`src/rtl/axis_uart_rx_if.sv`:
```
// AXI-Stream byte channel between the UART receiver and the RX FIFO.
// Handshake: a beat transfers on a rising clock edge where tvalid and tready
// are both high; while tvalid is high and tready is low the master holds
// tdata and tvalid unchanged; tvalid never depends combinationally on tready.
interface axis_uart_rx_if #(
   parameter int DATA_WIDTH = 8
);
   logic [DATA_WIDTH-1:0] tdata;
   logic                  tvalid;
   logic                  tready;

   modport master (output tdata, output tvalid, input tready);
   modport slave  (input tdata, input tvalid, output tready);
endinterface

```
`src/rtl/axis_uart_rx.sv`:
```
// UART receive path: asynchronous serial line in, AXI-Stream byte out.
// Frame: start bit, DATA_WIDTH data bits LSB first, optional parity, stop bit.
// Optional feature macro UART_RX_GLITCH_FILTER_EN: each bit decision becomes
// the majority of three synchronised samples (mid-1, mid, mid+1), moving the
// decision point one cycle later. Without it a single mid-bit sample is used.
// state_o exposes the FSM state (0 IDLE, 1 START, 2 DATA, 3 PARITY, 4 STOP,
// 5 WAIT) for observation.
module axis_uart_rx #(
   parameter int DATA_WIDTH    = 8,
   parameter int DIVIDER_WIDTH = 32,
   parameter int SYNC_STAGES   = 2
) (
   input  logic                     clk_i,
   input  logic                     rst_i,
   input  logic [DIVIDER_WIDTH-1:0] clk_divider_i,
   input  logic                     parity_odd_i,
   input  logic                     parity_even_i,
   input  logic                     uart_rx_i,
   axis_uart_rx_if.master           m_axis,
   output logic                     parity_err_o,
   output logic                     frame_err_o,
   output logic                     overrun_o,
   output logic [2:0]               state_o
);

   localparam int BW = $clog2(DATA_WIDTH + 1);
   localparam logic [BW-1:0] LAST_BIT = BW'(DATA_WIDTH - 1);

   typedef enum logic [2:0] {
      S_IDLE   = 3'd0,
      S_START  = 3'd1,
      S_DATA   = 3'd2,
      S_PARITY = 3'd3,
      S_STOP   = 3'd4,
      S_WAIT   = 3'd5
   } state_t;

   state_t                   state_q, state_d;
   logic [SYNC_STAGES-1:0]   sync_q, sync_d;
   logic [DIVIDER_WIDTH-1:0] div_q, div_d;
   logic [DIVIDER_WIDTH-1:0] baud_q, baud_d;
   logic [BW-1:0]            bit_cnt_q, bit_cnt_d;
   logic [DATA_WIDTH-1:0]    data_q, data_d;
   logic                     par_flag_q, par_flag_d;
   logic [DATA_WIDTH-1:0]    tdata_q, tdata_d;
   logic                     tvalid_q, tvalid_d;
   logic                     par_err_q, par_err_d;
   logic                     frm_err_q, frm_err_d;
   logic                     ovr_q, ovr_d;

   logic                     rx_s;
   logic                     rx_bit;
   logic [DIVIDER_WIDTH-1:0] start_pt;
   logic                     start_tick;
   logic                     bit_tick;
   logic                     parity_en;
   logic                     parity_exp;

   assign rx_s = sync_q[SYNC_STAGES-1];

   // Synchroniser shift: the line enters at bit 0 and leaves as rx_s.
   always_comb begin
      sync_d = {sync_q[SYNC_STAGES-2:0], uart_rx_i};
   end

`ifdef UART_RX_GLITCH_FILTER_EN
   logic [1:0] hist_q, hist_d;

   // Keep the two previous rx_s values so the decision cycle sees three samples.
   always_comb begin
      hist_d = {hist_q[0], rx_s};
   end

   // History register; idles high like the line.
   always_ff @(posedge clk_i) begin
      if (rst_i) hist_q <= 2'b11;
      else       hist_q <= hist_d;
   end

   // Majority vote and decision point one cycle after mid-bit.
   always_comb begin
      rx_bit   = (hist_q[1] & hist_q[0]) | (hist_q[1] & rx_s) | (hist_q[0] & rx_s);
      start_pt = div_q >> 1;
   end
`else
   // Single sample taken at mid-bit.
   always_comb begin
      rx_bit   = rx_s;
      start_pt = (div_q >> 1) - DIVIDER_WIDTH'(1);
   end
`endif

   // Sample-point strobes and parity expectation for the bits just shifted in.
   always_comb begin
      start_tick = (baud_q == start_pt);
      bit_tick   = (baud_q == div_q - DIVIDER_WIDTH'(1));
      parity_en  = parity_odd_i | parity_even_i;
      parity_exp = parity_odd_i ? ~(^data_q) : (^data_q);
   end

   // FSM state register.
   always_ff @(posedge clk_i) begin
      if (rst_i) state_q <= S_IDLE;
      else       state_q <= state_d;
   end

   // FSM next-state decision.
   always_comb begin
      state_d = state_q;
      case (state_q)
         S_IDLE:   if (!rx_s) state_d = S_START;
         S_START:  if (start_tick) state_d = rx_bit ? S_IDLE : S_DATA;
         S_DATA:   if (bit_tick && (bit_cnt_q == LAST_BIT))
                      state_d = parity_en ? S_PARITY : S_STOP;
         S_PARITY: if (bit_tick) state_d = S_STOP;
         S_STOP:   if (bit_tick) state_d = rx_bit ? S_IDLE : S_WAIT;
         S_WAIT:   if (rx_s) state_d = S_IDLE;
         default:  state_d = S_IDLE;
      endcase
   end

   // FSM outputs: counters, shift register, error flags and output register.
   always_comb begin
      div_d      = div_q;
      baud_d     = baud_q + DIVIDER_WIDTH'(1);
      bit_cnt_d  = bit_cnt_q;
      data_d     = data_q;
      par_flag_d = par_flag_q;
      tdata_d    = tdata_q;
      tvalid_d   = tvalid_q & ~m_axis.tready;
      par_err_d  = 1'b0;
      frm_err_d  = 1'b0;
      ovr_d      = 1'b0;
      case (state_q)
         S_IDLE: begin
            baud_d = '0;
            if (!rx_s) begin
               bit_cnt_d  = '0;
               div_d      = clk_divider_i;
               par_flag_d = 1'b0;
            end
         end
         S_START: begin
            if (start_tick) baud_d = '0;
         end
         S_DATA: begin
            if (bit_tick) begin
               baud_d    = '0;
               data_d    = {rx_bit, data_q[DATA_WIDTH-1:1]};
               bit_cnt_d = bit_cnt_q + BW'(1);
            end
         end
         S_PARITY: begin
            if (bit_tick) begin
               baud_d = '0;
               if (rx_bit != parity_exp) par_flag_d = 1'b1;
            end
         end
         S_STOP: begin
            if (bit_tick) begin
               baud_d     = '0;
               par_flag_d = 1'b0;
               if (rx_bit) begin
                  par_err_d = par_flag_q;
                  if (tvalid_q && !m_axis.tready) begin
                     ovr_d = 1'b1;
                  end else begin
                     tdata_d  = data_q;
                     tvalid_d = 1'b1;
                  end
               end else begin
                  frm_err_d = 1'b1;
               end
            end
         end
         S_WAIT: begin
            baud_d = '0;
         end
         default: begin
            baud_d = '0;
         end
      endcase
   end

   // Datapath registers.
   always_ff @(posedge clk_i) begin
      if (rst_i) begin
         sync_q     <= '1;
         div_q      <= '0;
         baud_q     <= '0;
         bit_cnt_q  <= '0;
         data_q     <= '0;
         par_flag_q <= 1'b0;
         tdata_q    <= '0;
         tvalid_q   <= 1'b0;
         par_err_q  <= 1'b0;
         frm_err_q  <= 1'b0;
         ovr_q      <= 1'b0;
      end else begin
         sync_q     <= sync_d;
         div_q      <= div_d;
         baud_q     <= baud_d;
         bit_cnt_q  <= bit_cnt_d;
         data_q     <= data_d;
         par_flag_q <= par_flag_d;
         tdata_q    <= tdata_d;
         tvalid_q   <= tvalid_d;
         par_err_q  <= par_err_d;
         frm_err_q  <= frm_err_d;
         ovr_q      <= ovr_d;
      end
   end

   assign m_axis.tdata  = tdata_q;
   assign m_axis.tvalid = tvalid_q;
   assign parity_err_o  = par_err_q;
   assign frame_err_o   = frm_err_q;
   assign overrun_o     = ovr_q;
   assign state_o       = state_q;

endmodule

```
`src/flat_wrapper.sv`:
```
// flat-port wrapper written by rule: the top's interface ports become plain ports
module axis_uart_rx_flat 
#(
   parameter int DATA_WIDTH    = 8,
   parameter int DIVIDER_WIDTH = 32,
   parameter int SYNC_STAGES   = 2
)
  (clk_i, rst_i, clk_divider_i, parity_odd_i, parity_even_i, uart_rx_i, parity_err_o, frame_err_o, overrun_o, state_o, m_axis_tdata, m_axis_tvalid, m_axis_tready);
  axis_uart_rx_if #(.DATA_WIDTH(DATA_WIDTH)) m_axis_i ();
  input  logic clk_i;
  input  logic rst_i;
  input  logic [DIVIDER_WIDTH-1:0] clk_divider_i;
  input  logic parity_odd_i;
  input  logic parity_even_i;
  input  logic uart_rx_i;
  output logic parity_err_o;
  output logic frame_err_o;
  output logic overrun_o;
  output logic [2:0] state_o;
  output wire logic [$bits(m_axis_i.tdata)-1:0] m_axis_tdata;
  output wire logic [$bits(m_axis_i.tvalid)-1:0] m_axis_tvalid;
  input wire logic [$bits(m_axis_i.tready)-1:0] m_axis_tready;
  assign m_axis_tdata = m_axis_i.tdata;
  assign m_axis_tvalid = m_axis_i.tvalid;
  assign m_axis_i.tready = m_axis_tready;
  axis_uart_rx #(.DATA_WIDTH(DATA_WIDTH), .DIVIDER_WIDTH(DIVIDER_WIDTH), .SYNC_STAGES(SYNC_STAGES)) u_core (.clk_i(clk_i), .rst_i(rst_i), .clk_divider_i(clk_divider_i), .parity_odd_i(parity_odd_i), .parity_even_i(parity_even_i), .uart_rx_i(uart_rx_i), .m_axis(m_axis_i), .parity_err_o(parity_err_o), .frame_err_o(frame_err_o), .overrun_o(overrun_o), .state_o(state_o));
endmodule
```
`config.mk`:
```
export PLATFORM = sky130hd
export DESIGN_NAME = axis_uart_rx_flat
export DESIGN_NICKNAME = d
export VERILOG_FILES = /design/src/rtl/axis_uart_rx_if.sv /design/src/rtl/axis_uart_rx.sv /design/src/flat_wrapper.sv
export SDC_FILE = /design/constraint.sdc
export NUM_CORES = 1
export LEC_CHECK = 0
export CAP_MARGIN = 5
export CORE_UTILIZATION = 43
export CTS_CLUSTER_DIAMETER = 30
export DETAILED_ROUTE_END_ITERATION = 10
export SLEW_MARGIN = 20
export SYNTH_ARGS = -nofsm -noshare
export SYNTH_HDL_FRONTEND = slang
export SYNTH_SLANG_ARGS = --single-unit
```
`constraint.sdc`:
```
create_clock -name clk_i -period 3.7 [get_ports clk_i]
set_clock_uncertainty 0.15 [all_clocks]
set_input_delay 0.74 -clock clk_i [delete_from_list [all_inputs] [get_ports clk_i]]
set_output_delay 0.74 -clock clk_i [all_outputs]
set_load 0.005 [all_outputs]
```
==> impl_metrics.py, run 1 <==
metrics = {
    "cells_and_area": {
        "design_area_um2": 7685,
        "finalNetCount": 891,
        "antenna_cells": 0,
        "drive_above_1_share_pct": 13.95,
        "area_growth_pct": 16.06,
        "fillers": 1431,
    },
    "cts": {
        "cts.sinks": 94,
        "clk_latency_ps": 360,
        "numCtsBuffers": 9,
        "clock_path_buffers": 2,
        "cts_tree": "built",
        "clk_pin_slew_worst_paths_ps": 70,
        "root_buffer": "clkbuf_16",
        "htreeDepth": 3,
    },
    "global_routing": {
        "overflow": 0,
        "grt_first_pass_wirelength_um": 31570,
        "grt_pass1_vias": 5929,
        "antenna_found_initial": 0,
        "grt_use_total_pct": 25.12,
        "grt_max_degree": 64,
    },
    "flow_run": {
        "maxCapViolations": 0,
    },
    "critical_path": {
        "end_kind": "flip-flop",
        "worstSetupStartpoint": "u_core.div_q[1]",
        "cp-start-kind": "flip-flop",
        "crit_fanout": 22,
        "crit_type": "reg -> reg",
        "cp.arrival_ps": 3640,
        "crit_required_ps": 3800,
        "worstReg2RegStart": "u_core.div_q[1]",
    },
    "logic_synthesis": {
        "synth_commonest_cells": "102 x nand2_1, 94 x dfxtp_1, 71 x xnor2_1",
        "syn_inst": 813,
        "yosysTopAreaCellShare_pct": 28.42,
        "synth.yosys.seq_area_share_pct": 28.42,
        "yosysMostFrequentCell": "nand2_1",
        "async_flop_share_pct": 0,
        "avgSynthCellArea_um2": 8.144,
        "ys_warn_count": 0,
        "yosys.cell_types.count": 78,
        "synth.largest_area_cell": "dfxtp_1",
        "synth_top_cells_by_area": "dfxtp_1 28%, xnor2_1 9.4%, xor2_1 6.9%",
        "synth_seq_cells": 94,
        "synth_ff_type": "dfxtp_1",
        "synth_fp_nets": 855,
        "syn_area_um2": 6621,
        "synth_edf_count": 0,
    },
    "sta": {
        "period_minus_slack_ps": 3545,
        "hold_viol_final": 0,
        "max_freq_mhz": 282.1,
        "post-route-period-util_pct": 95.80,
        "slew_headroom_pct": 37.27,
        "finalSetupViolCount": 0,
        "setup_tns_ps": 0,
        "drv_slew": 0,
        "worst_slew_pin_slew_ps": 935.9,
    },
    "floorplanning": {
        "rows": 44,
        "die_h_um": 126.1,
        "chipWidth_um": 126.1,
        "die_area_um2": 15900,
        "core_area_um2": 14750,
        "io_pins": 53,
        "start_util_pct": 44.88,
    },
    "pwr": {
        "ir_drop_mv": 0.2197,
        "power_density_nw_per_um2": 341.2,
        "total_power_mw": 2.622,
        "p_leak_nw": 2.714,
    },
    "routing": {
        "drtPass1Iterations": 7,
        "wl_per_cell_um": 18.59,
        "drt_iter0_markers": 397,
        "wl_um": 19280,
        "ant_nets": 0,
        "drc": 0,
        "vias": 6101,
        "viasPerCell": 5.883,
    },
    "placed_design": {
        "port_buffers": 52,
        "gp_congestion": 0.9621,
        "post_dp_cell_area_um2": 7315,
        "hpwlAfterDp_um": 14680,
    },
    "status": {
        "outcome": "finished, final reports clean",
    },
    "worst_hold_path": {
        "hp-start": "u_core.sync_q[0]",
        "min_path_type": "reg -> reg",
    },
}
report_power, final:
| part | internal [mW] | switching (mW) |
|---|---|---|
| logic | 0.308 | 0.385 |
| clock network | 0.456 | 0.414 |
| registers | 1.03 | 0.0328 |
cells by family after synthesis:
group | count (synthesis) | synth area share (%)
AO/OA/AOI/OAI | 162 | 17.48
AND/OR/NAND/NOR | 324 | 28.25
flip-flops | 94 | 28.42
buffers and inverters | 94 | 6.973
XOR/XNOR | 123 | 16.27
multiplexers | 12 | 1.852
adder cells (fa/ha/maj) | 4 | 0.7559
per-layer routing:
metal  vias to the layer above  global-route usage [%]  share of wire [%]
met2                       170                   39.81                 45
met3                        40                   3.866                4.8
met1                      2928                   34.03                 47
met4                         0                   10.21                3.1
li1                       2963                       -                  -
met5                         -                       0                  0
worst paths after layout:
path                                     endpoint  slack (ps)  depth (start not counted)
worst max-delay path            u_core.state_o[1]         160                         11
worst max register to register  u_core.state_o[1]         160                         11
worst min register to register   u_core.sync_q[1]         260                          1
worst min-delay path             u_core.sync_q[1]         260                          1
flip-flops by register name (all words and copies together), names as in the netlist:
signal	cells
u_core.frame_err_o	1
u_core.overrun_o	1
u_core.parity_err_o	1
u_core.bit_cnt_q	4
u_core.baud_q	32
u_core.m_axis.tvalid	1
u_core.m_axis.tdata	8
u_core.state_o	3
u_core.sync_q	2
u_core.data_q	8
u_core.par_flag_q	1
u_core.div_q	32
critical path, stage by stage, from the launching register on:
cell and delay [ps]:
dfxtp_1 350, inv_1 90, ha_1 260, or4b_2 720, o21ai_0 280, nand3_1 140
nor4_1 420, nand3_1 190, nor4_4 200, buf_4 310, nand2_1 80, o211a_1 230
per-stage QoR:
| step | hold WS (ps) | worst slack, ps | utilization, % | std cells |
|---|---|---|---|---|
| floorplan | 239.5 | 535.4 | - | 813 |
| global placement | 250.6 | -8.626 | 49.58 | 1014 |
| detailed placement | 254.9 | -59.66 | 49.58 | 1014 |
| CTS | 271.1 | 78.36 | 51.43 | 1029 |
| global route | 287.3 | -50.59 | 52.09 | 1037 |
| finish | 263.4 | 155.4 | 52.09 | 1037 |
what timing repair did:
action | CTS | global route
pin swaps | 0 | 2
gates resized for setup | 1 | 7
hold buffers | 0 | 0
endpoints found under the setup margin | 9 | 58
hold endpoints to repair | 0 | 0
buffers inserted | 0 | 8
cell usage in the layout (no fill, tap or decap), drive strengths merged, types with 6 or more instances in the layout:
cell type / netlist / layout
nor2: 47 / 47
nand2: 103 / 103
a211oi: 38 / 38
xor2: 52 / 52
or3: 10 / 10
nand3: 24 / 24
clkbuf: 43 / 11
mux2i: 10 / 10
or2: 7 / 7
nor3: 20 / 20
buf: 34 / 51
a21oi: 56 / 56
dfxtp: 94 / 94
xnor2: 71 / 71
nand4: 35 / 35
o21ai: 12 / 12
or4: 9 / 9
a31o: 10 / 10
and3: 9 / 9
inv: 17 / 18
a31oi: 6 / 6
clkdlybuf4s50: 0 / 51
nor4: 27 / 27
layout make-up:
type | instances | area, um2 | share of cell area [%]
Clock inverter | 4 | 32.53 | 0.4233
Multi-Input combinational cell | 625 | 4328 | 56.32
Tap cell | 184 | 230.2 | 2.996
Sequential cell | 94 | 1882 | 24.49
Inverter | 17 | 63.81 | 0.8303
Clock buffer | 11 | 232.7 | 3.028
Timing Repair Buffer | 102 | 915.9 | 11.92
(Power assumes the default switching activity.)
==> run 2, diff against run 1 <==
Settings changed: PLACE_DENSITY set to 0.66.
==> run 2 against run 1 <==
  * Combinational power decreased by 5.5%
  * Count of clock-buffer cells in the layout down 2
  * Non-clock buffer count down 13
  * Final cell count fell by 1.2%
  * Largest power group unchanged
  * Flip-flop and latch count is the same
  * Maximum frequency increased by 1.4%
  * Via count fell by 0.89%
  * Sequential share of layout area grew 0.22 points
  * Register-to-register slack improved by 50 ps
  * Hold slack better by 7.7 ps
  * First-iteration DRC count grew 13%
==> impl_metrics.py, run 2 (synthesis results as in run 1) <==
metrics = {
    "critical_path": {
        "crit_type": "reg -> reg",
        "slowest_stage": "or4b_4",
        "r2r_cells": 10,
        "crit_required_ps": 3840,
        "cp_cell_sequence": "buf_4 > nor4_4 > nand4_1 > or4b_4 > a211oi_2 > nand4_2 > nor4b_4 > buf_12 > mux2_1 > nor2_1",
        "crit_fanout": 14,
        "cp-start-kind": "flip-flop",
        "end_kind": "flip-flop",
        "cp.arrival_ps": 3640,
        "crit_path_max_incr_delay_ps": 550,
    },
    "sta": {
        "finalSetupViolCount": 0,
        "rsz0062_at_grt": "false",
        "slew_headroom_pct": 46.23,
        "drv_slew": 0,
        "setup_tns_ps": 0,
        "period_minus_slack_ps": 3497,
        "max_freq_mhz": 285.9,
        "hold_viol_final": 0,
        "worst_slew_pin_slew_ps": 802.1,
        "post-route-period-util_pct": 94.52,
    },
    "cells_and_area": {
        "antenna_cells": 0,
        "fillers": 1439,
        "area_growth_pct": 15.04,
        "drive_above_1_share_pct": 12.72,
        "layout_common_cells": "102 x nand2_1, 94 x dfxtp_1, 71 x xnor2_1",
        "largest_registers": "u_core.baud_q: 32 flops, u_core.div_q: 32 flops",
        "mostFrequentLayoutCell": "nand2_1",
        "finalNetCount": 878,
        "final_cell_count_no_fill": 1025,
    },
    "placed_design": {
        "gp_congestion": 0.9578,
        "hpwlAfterDp_um": 13690,
        "port_buffers": 52,
        "dpl.cell_count": 1007,
    },
    "pwr": {
        "seq_power_share_pct": 39.4,
        "total_power_mw": 2.695,
        "pwr-share-comb_pct": 24.3,
        "p_leak_nw": 2.662,
        "p_int_mw": 1.849,
        "p_sw_share_pct": 31.39,
        "power.switching_mw": 0.8460,
        "ir_drop_mv": 0.2418,
        "pwr-share-clk_pct": 36.3,
        "power_density_nw_per_um2": 353.8,
    },
    "routing": {
        "wl_um": 18180,
        "wl_met2_um": 7958,
        "drtPass1Iterations": 5,
        "drt_iter0_markers": 447,
        "m1WireLength_um": 8360,
        "wl_per_cell_um": 17.74,
        "dr_wl_met3_um": 1090,
        "drc": 0,
        "ant_nets": 0,
        "routed.top_layer": "met4",
        "vias": 6047,
        "viasPerCell": 5.900,
    },
    "cts": {
        "root_buffer": "clkbuf_16",
        "cts.sinks": 94,
        "clk_latency_ps": 350,
        "hold_buffers": 0,
        "clk_pin_slew_worst_paths_ps": 80,
        "cts_tree": "built",
        "numCtsBuffers": 9,
        "htreeDepth": 3,
        "clock_path_buffers": 2,
    },
    "floorplanning": {
        "chipWidth_um": 126.1,
        "rows": 44,
        "start_util_pct": 44.88,
        "die_h_um": 126.1,
        "io_pins": 53,
        "die_area_um2": 15900,
        "core_area_um2": 14750,
    },
    "worst_hold_path": {
        "whs_path_depth": 1,
        "min_path_type": "reg -> reg",
    },
    "global_routing": {
        "grt_use_total_pct": 23.76,
        "antenna_found_initial": 0,
        "grt_max_degree": 58,
        "grt_pass1_vias": 5655,
        "overflow": 0,
        "grt_first_pass_wirelength_um": 29950,
    },
    "status": {
        "outcome": "finished, final reports clean",
    },
    "flow_run": {
        "maxCapViolations": 0,
    },
}
[run 2: area by class of cell]
class	instances	area (um2)	share of cell area, %
inverters	17	63.81	0.8377
multi-input cells	625	4307	56.54
flip-flops and latches	94	1882	24.70
clock inverters	7	91.34	1.199
repair buffers	89	818.3	10.74
well taps	184	230.2	3.022
clock buffers	9	225.2	2.957
[run 2: what timing repair did]
item | 4_1_cts | 5_1_grt
endpoints found under the setup margin | 0 | 31
resized for setup | 0 | 4
buffers inserted | 0 | 2
endpoints found under the hold margin | 0 | 0
[run 2: critical path: cells and delay by family, from the launching register on]
family / cells / cell delay (ps)
mux: 1 / 320
simple gates: 6 / 1900
flops: 1 / 390
buf+inv: 2 / 380
compound gates: 1 / 290
[run 2: metrics by stage]
stage / hold slack, ps / setup WS [ps] / instance area [um2] / util [%]
after detailed placement: 256.0 / 245.1 / 7262 / 49.22
after CTS: 277.1 / 236.6 / 7579 / 51.37
after global routing: 303.7 / 34.49 / 7617 / 51.63
final: 271.1 / 202.8 / 7617 / 51.63
after global placement: 243.5 / 263.3 / 7262 / 49.22
after floorplan: 239.5 / 535.4 / 6621 / -
[run 2: layer usage]
metal | global-route usage, % | vias up
met2 | 36.43 | 196
met4 | 11.62 | 0
met3 | 4.673 | 42
li1 | - | 2950
met5 | 0 | -
met1 | 31.81 | 2859
[run 2: path summary, 6_finish.rpt]
| path | end | slack, ps | start |
|---|---|---|---|
| worst max register to register | u_core.bit_cnt_q[0] | 200 | u_core.div_q[14] |
| worst min-delay path | u_core.sync_q[1] | 270 | u_core.sync_q[0] |
| worst max-delay path | u_core.bit_cnt_q[0] | 200 | u_core.div_q[14] |
| worst min register to register | u_core.sync_q[1] | 270 | u_core.sync_q[0] |
[run 2: power groups by stage]
stage	logic (mW)	registers [mW]	clock network (mW)
6_report	0.655	1.06	0.979
5_1_grt	0.711	1.06	1.04
4_1_cts	0.629	1.06	0.996
3_5_place_dp	0.624	1.08	0
3_3_place_gp	0.626	1.08	0
2_1_floorplan	0.468	1.06	0
